File: src/rtl/ex_stage_if.sv
// ID/EX to EX/MEM bundle for the execute stage: the decoded operands and
// control bits going in, the registered EX/MEM fields, Stall and Busy coming out.
interface ex_stage_if;
  logic        RegWrite_i;
  logic        MemtoReg_i;
  logic        MemWrite_i;
  logic        MemRead_i;
  logic        ALUSrc_i;
  logic        RegDst_i;
  logic [3:0]  ALUOp_i;
  logic [31:0] ReadData1_i;
  logic [31:0] ReadData2_i;
  logic [31:0] SignExtendResult_i;
  logic [4:0]  rt_i;
  logic [4:0]  rd_i;

  logic        Stall_o;
  logic        Busy_o;
  logic [31:0] ALUResultOut_o;
  logic [31:0] WriteDataOut_o;
  logic [4:0]  WriteRegOut_o;
  logic        RegWriteOut_o;
  logic        MemtoRegOut_o;
  logic        MemWriteOut_o;
  logic        MemReadOut_o;

  modport master (
    output RegWrite_i, MemtoReg_i, MemWrite_i, MemRead_i, ALUSrc_i, RegDst_i,
           ALUOp_i, ReadData1_i, ReadData2_i, SignExtendResult_i, rt_i, rd_i,
    input  Stall_o, Busy_o, ALUResultOut_o, WriteDataOut_o, WriteRegOut_o,
           RegWriteOut_o, MemtoRegOut_o, MemWriteOut_o, MemReadOut_o
  );

  modport slave (
    input  RegWrite_i, MemtoReg_i, MemWrite_i, MemRead_i, ALUSrc_i, RegDst_i,
           ALUOp_i, ReadData1_i, ReadData2_i, SignExtendResult_i, rt_i, rd_i,
    output Stall_o, Busy_o, ALUResultOut_o, WriteDataOut_o, WriteRegOut_o,
           RegWriteOut_o, MemtoRegOut_o, MemWriteOut_o, MemReadOut_o
  );
endinterface

File: src/rtl/ex_stage.sv
// Pipeline execute stage: single-cycle ALU feeding the EX/MEM register, plus an
// iterative 32-cycle shift-add unsigned multiplier writing the HI/LO pair.
module ex_stage (
  input  logic       clk,
  input  logic       rst,
  ex_stage_if.slave  ex
);

  typedef enum logic {IDLE, BUSY} state_t;

  localparam logic [3:0] OP_ADD  = 4'b0000;
  localparam logic [3:0] OP_SUB  = 4'b0001;
  localparam logic [3:0] OP_AND  = 4'b0010;
  localparam logic [3:0] OP_OR   = 4'b0011;
  localparam logic [3:0] OP_XOR  = 4'b0100;
  localparam logic [3:0] OP_NOR  = 4'b0101;
  localparam logic [3:0] OP_SLT  = 4'b0110;
  localparam logic [3:0] OP_SLTU = 4'b0111;
  localparam logic [3:0] OP_SLL  = 4'b1000;
  localparam logic [3:0] OP_SRL  = 4'b1001;
  localparam logic [3:0] OP_SRA  = 4'b1010;
  localparam logic [3:0] OP_LUI  = 4'b1011;
  localparam logic [3:0] OP_MULT = 4'b1100;
  localparam logic [3:0] OP_MFHI = 4'b1101;
  localparam logic [3:0] OP_MFLO = 4'b1110;
  localparam logic [3:0] OP_PASS = 4'b1111;

  state_t      state_q, state_d;
  logic [4:0]  count_q, count_d;
  logic [63:0] mcand_q, mcand_d;
  logic [31:0] mplier_q, mplier_d;
  logic [63:0] acc_q, acc_d;
  logic [63:0] accSum;
  logic [31:0] hi_q, hi_d;
  logic [31:0] lo_q, lo_d;

  logic [31:0] result_q, result_d;
  logic [31:0] wdata_q, wdata_d;
  logic [4:0]  wreg_q, wreg_d;
  logic [3:0]  ctrl_q, ctrl_d;

  logic [31:0] opA;
  logic [31:0] opB;
  logic [4:0]  shamt;
  logic [31:0] aluRes;
  logic        busy;
  logic        stall;

  assign opA   = ex.ReadData1_i;
  assign opB   = ex.ALUSrc_i ? ex.SignExtendResult_i : ex.ReadData2_i;
  assign shamt = ex.SignExtendResult_i[10:6];
  assign busy  = (state_q == BUSY);
  assign stall = busy && ((ex.ALUOp_i == OP_MULT) || (ex.ALUOp_i == OP_MFHI) ||
                          (ex.ALUOp_i == OP_MFLO));

  always_comb begin
    aluRes = '0;
    unique case (ex.ALUOp_i)
      OP_ADD:  aluRes = opA + opB;
      OP_SUB:  aluRes = opA - opB;
      OP_AND:  aluRes = opA & opB;
      OP_OR:   aluRes = opA | opB;
      OP_XOR:  aluRes = opA ^ opB;
      OP_NOR:  aluRes = ~(opA | opB);
      OP_SLT:  aluRes = {31'd0, $signed(opA) < $signed(opB)};
      OP_SLTU: aluRes = {31'd0, opA < opB};
      OP_SLL:  aluRes = opB << shamt;
      OP_SRL:  aluRes = opB >> shamt;
      OP_SRA:  aluRes = $unsigned($signed(opB) >>> shamt);
      OP_LUI:  aluRes = opB << 16;
      OP_MULT: aluRes = '0;
      OP_MFHI: aluRes = hi_q;
      OP_MFLO: aluRes = lo_q;
      OP_PASS: aluRes = opA;
      default: aluRes = '0;
    endcase
  end

  // A stalled cycle inserts a bubble: control cleared, data fields held.
  always_comb begin
    result_d = result_q;
    wdata_d  = wdata_q;
    wreg_d   = wreg_q;
    ctrl_d   = 4'b0000;
    if (!stall) begin
      result_d = aluRes;
      wdata_d  = ex.ReadData2_i;
      wreg_d   = ex.RegDst_i ? ex.rd_i : ex.rt_i;
      if (ex.ALUOp_i != OP_MULT) begin
        ctrl_d = {ex.RegWrite_i, ex.MemtoReg_i, ex.MemWrite_i, ex.MemRead_i};
      end
    end
  end

  assign accSum = acc_q + (mplier_q[0] ? mcand_q : 64'd0);

  always_comb begin
    state_d  = state_q;
    count_d  = count_q;
    mcand_d  = mcand_q;
    mplier_d = mplier_q;
    acc_d    = acc_q;
    hi_d     = hi_q;
    lo_d     = lo_q;
    unique case (state_q)
      IDLE: begin
        if ((ex.ALUOp_i == OP_MULT) && !stall) begin
          state_d  = BUSY;
          count_d  = 5'd0;
          mcand_d  = {32'd0, opA};
          mplier_d = opB;
          acc_d    = 64'd0;
        end
      end
      BUSY: begin
        acc_d    = accSum;
        mcand_d  = mcand_q << 1;
        mplier_d = mplier_q >> 1;
        count_d  = count_q + 5'd1;
        if (count_q == 5'd31) begin
          hi_d    = accSum[63:32];
          lo_d    = accSum[31:0];
          count_d = 5'd0;
          state_d = IDLE;
        end
      end
      default: state_d = IDLE;
    endcase
  end

  always_ff @(posedge clk or posedge rst) begin
    if (rst) begin
      state_q  <= IDLE;
      count_q  <= '0;
      mcand_q  <= '0;
      mplier_q <= '0;
      acc_q    <= '0;
      hi_q     <= '0;
      lo_q     <= '0;
      result_q <= '0;
      wdata_q  <= '0;
      wreg_q   <= '0;
      ctrl_q   <= '0;
    end else begin
      state_q  <= state_d;
      count_q  <= count_d;
      mcand_q  <= mcand_d;
      mplier_q <= mplier_d;
      acc_q    <= acc_d;
      hi_q     <= hi_d;
      lo_q     <= lo_d;
      result_q <= result_d;
      wdata_q  <= wdata_d;
      wreg_q   <= wreg_d;
      ctrl_q   <= ctrl_d;
    end
  end

  assign ex.Stall_o        = stall;
  assign ex.Busy_o         = busy;
  assign ex.ALUResultOut_o = result_q;
  assign ex.WriteDataOut_o = wdata_q;
  assign ex.WriteRegOut_o  = wreg_q;
  assign ex.RegWriteOut_o  = ctrl_q[3];
  assign ex.MemtoRegOut_o  = ctrl_q[2];
  assign ex.MemWriteOut_o  = ctrl_q[1];
  assign ex.MemReadOut_o   = ctrl_q[0];

endmodule

File: src/flat_wrapper.sv
// flat-port wrapper written by rule: the top's interface ports become plain ports
module ex_stage_flat 
  (clk, rst, ex_RegWrite_i, ex_MemtoReg_i, ex_MemWrite_i, ex_MemRead_i, ex_ALUSrc_i, ex_RegDst_i, ex_ALUOp_i, ex_ReadData1_i, ex_ReadData2_i, ex_SignExtendResult_i, ex_rt_i, ex_rd_i, ex_Stall_o, ex_Busy_o, ex_ALUResultOut_o, ex_WriteDataOut_o, ex_WriteRegOut_o, ex_RegWriteOut_o, ex_MemtoRegOut_o, ex_MemWriteOut_o, ex_MemReadOut_o);
  ex_stage_if ex_i ();
  input  logic clk;
  input  logic rst;
  input wire logic [$bits(ex_i.RegWrite_i)-1:0] ex_RegWrite_i;
  input wire logic [$bits(ex_i.MemtoReg_i)-1:0] ex_MemtoReg_i;
  input wire logic [$bits(ex_i.MemWrite_i)-1:0] ex_MemWrite_i;
  input wire logic [$bits(ex_i.MemRead_i)-1:0] ex_MemRead_i;
  input wire logic [$bits(ex_i.ALUSrc_i)-1:0] ex_ALUSrc_i;
  input wire logic [$bits(ex_i.RegDst_i)-1:0] ex_RegDst_i;
  input wire logic [$bits(ex_i.ALUOp_i)-1:0] ex_ALUOp_i;
  input wire logic [$bits(ex_i.ReadData1_i)-1:0] ex_ReadData1_i;
  input wire logic [$bits(ex_i.ReadData2_i)-1:0] ex_ReadData2_i;
  input wire logic [$bits(ex_i.SignExtendResult_i)-1:0] ex_SignExtendResult_i;
  input wire logic [$bits(ex_i.rt_i)-1:0] ex_rt_i;
  input wire logic [$bits(ex_i.rd_i)-1:0] ex_rd_i;
  output wire logic [$bits(ex_i.Stall_o)-1:0] ex_Stall_o;
  output wire logic [$bits(ex_i.Busy_o)-1:0] ex_Busy_o;
  output wire logic [$bits(ex_i.ALUResultOut_o)-1:0] ex_ALUResultOut_o;
  output wire logic [$bits(ex_i.WriteDataOut_o)-1:0] ex_WriteDataOut_o;
  output wire logic [$bits(ex_i.WriteRegOut_o)-1:0] ex_WriteRegOut_o;
  output wire logic [$bits(ex_i.RegWriteOut_o)-1:0] ex_RegWriteOut_o;
  output wire logic [$bits(ex_i.MemtoRegOut_o)-1:0] ex_MemtoRegOut_o;
  output wire logic [$bits(ex_i.MemWriteOut_o)-1:0] ex_MemWriteOut_o;
  output wire logic [$bits(ex_i.MemReadOut_o)-1:0] ex_MemReadOut_o;
  assign ex_i.RegWrite_i = ex_RegWrite_i;
  assign ex_i.MemtoReg_i = ex_MemtoReg_i;
  assign ex_i.MemWrite_i = ex_MemWrite_i;
  assign ex_i.MemRead_i = ex_MemRead_i;
  assign ex_i.ALUSrc_i = ex_ALUSrc_i;
  assign ex_i.RegDst_i = ex_RegDst_i;
  assign ex_i.ALUOp_i = ex_ALUOp_i;
  assign ex_i.ReadData1_i = ex_ReadData1_i;
  assign ex_i.ReadData2_i = ex_ReadData2_i;
  assign ex_i.SignExtendResult_i = ex_SignExtendResult_i;
  assign ex_i.rt_i = ex_rt_i;
  assign ex_i.rd_i = ex_rd_i;
  assign ex_Stall_o = ex_i.Stall_o;
  assign ex_Busy_o = ex_i.Busy_o;
  assign ex_ALUResultOut_o = ex_i.ALUResultOut_o;
  assign ex_WriteDataOut_o = ex_i.WriteDataOut_o;
  assign ex_WriteRegOut_o = ex_i.WriteRegOut_o;
  assign ex_RegWriteOut_o = ex_i.RegWriteOut_o;
  assign ex_MemtoRegOut_o = ex_i.MemtoRegOut_o;
  assign ex_MemWriteOut_o = ex_i.MemWriteOut_o;
  assign ex_MemReadOut_o = ex_i.MemReadOut_o;
  ex_stage u_core (.clk(clk), .rst(rst), .ex(ex_i));
endmodule
File: config.mk
export PLATFORM = sky130hd
export DESIGN_NAME = ex_stage_flat
export DESIGN_NICKNAME = d
export VERILOG_FILES = /design/src/rtl/ex_stage_if.sv /design/src/rtl/ex_stage.sv /design/src/flat_wrapper.sv
export SDC_FILE = /design/constraint.sdc
export NUM_CORES = 1
export LEC_CHECK = 0
export ABC_AREA = 1
export CAP_MARGIN = 30
export CORE_UTILIZATION = 50
export CTS_BUF_LIST = sky130_fd_sc_hd__clkbuf_8
export DETAILED_ROUTE_END_ITERATION = 16
export PLACE_DENSITY = 0.76
export SYNTH_ARGS = -nofsm -noshare
export SYNTH_HDL_FRONTEND = slang
export SYNTH_SLANG_ARGS = --single-unit
File: constraint.sdc
create_clock -name clk -period 16.7 [get_ports clk]
set_clock_uncertainty 0.15 [all_clocks]
set_input_delay 1.67 -clock clk [delete_from_list [all_inputs] [get_ports clk]]
set_output_delay 1.67 -clock clk [all_outputs]
set_load 0.02 [all_outputs]
==> summary.txt <==
Run status
  • Status: finished, final reports clean

STA
  • Total Neg Setup Slack: 0 ns
  • Final Hold Vio Count: 0
  • Final setup viols: 0
  • PnR worst setup slack: 11.46 ns
  • Fin crit share: 31.36%
  • Relative slew slack: 25.27%
  • Worst slew pin tran: 1.111 ns
  • Unrepaired setup endpoints after global routing: false
  • Fmax: 191.0 MHz
  • Fin crit period: 5.236 ns
  • Final Max Tran Viols: 0

Setup path
  • Worst r2r dst: u_core.hi_q[1]
  • CP Capture Type: flop
  • Reg2Reg Setup Slack: 12.76 ns
  • CP endpoint: u_core.ex.ALUResultOut_o[19]
  • Crit path DAT: 5.68 ns
  • CP Class: input port to flop
  • Depth of the most critical reg-to-reg path: 16
  • Worst setup startpoint: ex_ALUSrc_i
  • R2r startpoint: u_core.mplier_q[0]
  • WP data required: 17.14 ns
  • Setup crit start kind: input port
  • Worst-path fanout max: 45

GRT
  • Largest net degree at the start of global routing: 101
  • GRT Total Usage: 46.71%
  • Vias in the first global route: 30810
  • First-pass GRT wire length: 197.4 mm
  • Gr ovfl total: 0
  • Initial antenna violation count: 7

Placed design
  • Placed wire-length estimate: 105.8 mm
  • I/O Buffers: 192
  • GPL Wtd Cong: 1.121
  • DP Worst Slack: 11.08 ns

Clocking
  • Clk slew on worst S/H paths: 0.06 ns
  • Later-pin clock latency in the skew report: 0.72 ns
  • TritonCTS clock tree: done
  • Maximum clock path buffer count: 3
  • Setup bufs post-CTS: 0
  • Post-CTS Hold Buffers: 0
  • Post-CTS sizing: 0
  • CTS Sinks: 303
  • Num CTS Buffers: 56
  • H-tree levels: 2
  • Root Buffer: clkbuf_8

Final layout
  • Nets: 5019
  • # fillers: 5672
  • Area growth syn-to-layout: 13.21%
  • Layout cells sized above 1: 5.507%

Synth
  • Cells after Synth: 4624
  • Post-synth EDFFs: 0
  • Seq/Total Area, Yosys: 26.85%
  • Syn avg cell area: 6.107 um2
  • Post-synthesis register bit count: 303
  • Synth warnings: 0
  • Mapped Area: 28240 um2
  • Distinct cells, synth: 58
  • Async SR Flop Fraction: 100.0%
  • Syn nets: 4908
  • Most used flip-flop cell after synthesis: dfrtp_1

Pwr
  • Power Dens Cells: 99.67 nW/um2
  • P_leak: 16.48 nW
  • VDD IR-drop max: 0.08282 mV

Floorplan
  • Placement Rows: 86
  • # IOs: 193
  • Die Wd: 239.6 um
  • DIE HEIGHT: 239.6 um
  • Core area: 55420 um2
  • DIE AREA: 57430 um2
  • Initial Util: 50.96%

Drt
  • Routed via count: 33250
  • Routed WL: 135.7 mm
  • DRC errors left: 0
  • DR vias/cell: 6.013
  • Avg WL per Cell: 24.54 um
  • DR iter-0 viols: 4615
  • Routed Antenna Nets: 0
  • DR pass1 iterations: 7

Hold path
  • Worst min path class: flop to flop

Job
  • Maxcap violations: 0
==> flip-flops by register name (all words and copies together), names as in the netlist <==
register,flops
u_core.hi_q,32
u_core.lo_q,32
u_core.acc_q,64
u_core.count_q,5
u_core.ex.WriteDataOut_o,32
u_core.ex.ALUResultOut_o,32
u_core.ctrl_q,4
u_core.ex.WriteRegOut_o,5
u_core.mplier_q,32
u_core.ex.Busy_o,1
u_core.mcand_q,64
==> power by group <==
group / leakage [nW] / internal, mW / switching, mW
Sequential: 3.80 / 0.910 / 0.124
Combinational: 12.0 / 0.403 / 0.870
Clock: 0.711 / 0.501 / 0.378
Total: 16.5 / 1.81 / 1.37
==> cells in the final DEF, fill, tap and decap left out, drive strengths merged <==
cell type	Yosys	routed
a21boi	3	3
nand3b	13	13
nand3	542	542
o2111ai	16	16
o211ai	51	51
a221oi	3	3
and3	1	1
a21oi	197	197
and2	1	1
o221ai	32	32
clkinvlp	0	2
xor2	17	17
a21o	5	5
dfrtp	303	303
o21bai	16	16
diode	0	6
bufinv	0	8
o21ai	288	288
nor2	327	327
inv	656	668
clkbuf	72	69
o21a	3	3
nand2	1589	1589
nor4	11	11
a32o	1	1
fa	3	3
or2	19	19
clkdlybuf4s50	0	189
xnor2	15	15
a31oi	8	8
clkinv	1	9
a211oi	7	7
mux2i	1	1
o22ai	49	49
buf	111	47
o31ai	1	1
a22o	4	4
ha	163	163
nor3	39	39
nand4	56	56
==> synth_stat cells, drive strengths merged, types with 7 or more instances <==
master,count,area share [%]
dfrtp,303,27
o22ai,49,1.1
ha,163,7.2
nor3,39,0.73
o221ai,32,0.99
nand2,1589,22
nor4,11,0.24
nand4,56,1.2
clkbuf,72,0.96
nor2,327,4.5
o2111ai,16,0.50
xnor2,15,0.47
o211ai,51,1.4
a31oi,8,0.18
nand3,542,9.7
xor2,17,0.53
buf,111,2.1
a21oi,197,3.5
o21bai,16,0.43
o21ai,288,5.3
a211oi,7,0.19
nand3b,13,0.35
or2,19,0.43
inv,656,8.7
==> worst max-delay path, stage by stage <==
cell	delay (ns)
buf_2	0.08
buf_4	0.45
inv_6	0.26
o21ai_2	0.78
inv_1	0.32
ha_1	0.42
o21ai_0	0.27
and2_1	0.27
nand2_1	0.13
nand3_1	0.24
nand2_1	0.11
a21oi_1	0.15
nor2_1	0.10
nor2_1	0.14
nand3b_1	0.13
nand2_1	0.08
inv_1	0.03
==> cell families after synthesis <==
| family | count (synthesis) | synth area share [%] |
|---|---|---|
| adder cells (fa/ha/maj) | 166 | 7.435 |
| flip-flops | 303 | 26.85 |
| multiplexers | 1 | 0.03545 |
| AO/OA/AOI/OAI | 684 | 14.06 |
| buffers and inverters | 840 | 11.80 |
| AND/OR/NAND/NOR | 2598 | 38.82 |
| XOR/XNOR | 32 | 0.9926 |
==> worst min path at each step <==
stage / slack (ns) / from / end / cells after the start
floorplan: 0.30 / u_core.hi_q[1] / u_core.hi_q[1] / 2
global placement: 0.31 / u_core.ex.WriteDataOut_o[6] / u_core.ex.WriteDataOut_o[6] / 2
detailed placement: 0.31 / u_core.ex.WriteDataOut_o[14] / u_core.ex.WriteDataOut_o[14] / 2
CTS: 0.33 / u_core.ex.WriteDataOut_o[14] / u_core.ex.WriteDataOut_o[14] / 2
global route: 0.35 / u_core.ex.WriteDataOut_o[16] / u_core.ex.WriteDataOut_o[16] / 2
finish: 0.33 / u_core.ex.ALUResultOut_o[11] / u_core.ex.ALUResultOut_o[11] / 2
==> per-layer routing <==
metal  vias up  GRT usage (%)  wire [um]
met1     15390          60.04      52720
met5         -              0         14
met3       483          13.48      17220
met4         2          31.86      10400
li1      15170              -          -
met2      2203          67.40      55370
==> stage by stage <==
step	power, mW	hold slack (ns)	cell area [um2]	std cells	utilization (%)
final	3.186	0.3310	31970	5530	57.69
after global routing	3.338	0.3497	31960	5527	57.67
after CTS	3.141	0.3316	31920	5522	57.60
after detailed placement	2.259	0.3138	30590	5423	55.21
after global placement	2.239	0.3102	30570	5422	55.17
after floorplan	1.818	0.2994	28240	4624	-
==> cell type report <==
class	instances	area [um2]	area share, %
multi-input cells	3481	17360	54.30
inverters	657	2479	7.754
clock buffers	69	949.7	2.971
flip-flops and latches	303	7587	23.73
diodes	6	15.01	0.04697
well taps	748	935.9	2.928
clock inverters	30	376.6	1.178
repair buffers	236	2267	7.092
No activity file was read; power rests on OpenSTA's default activity.
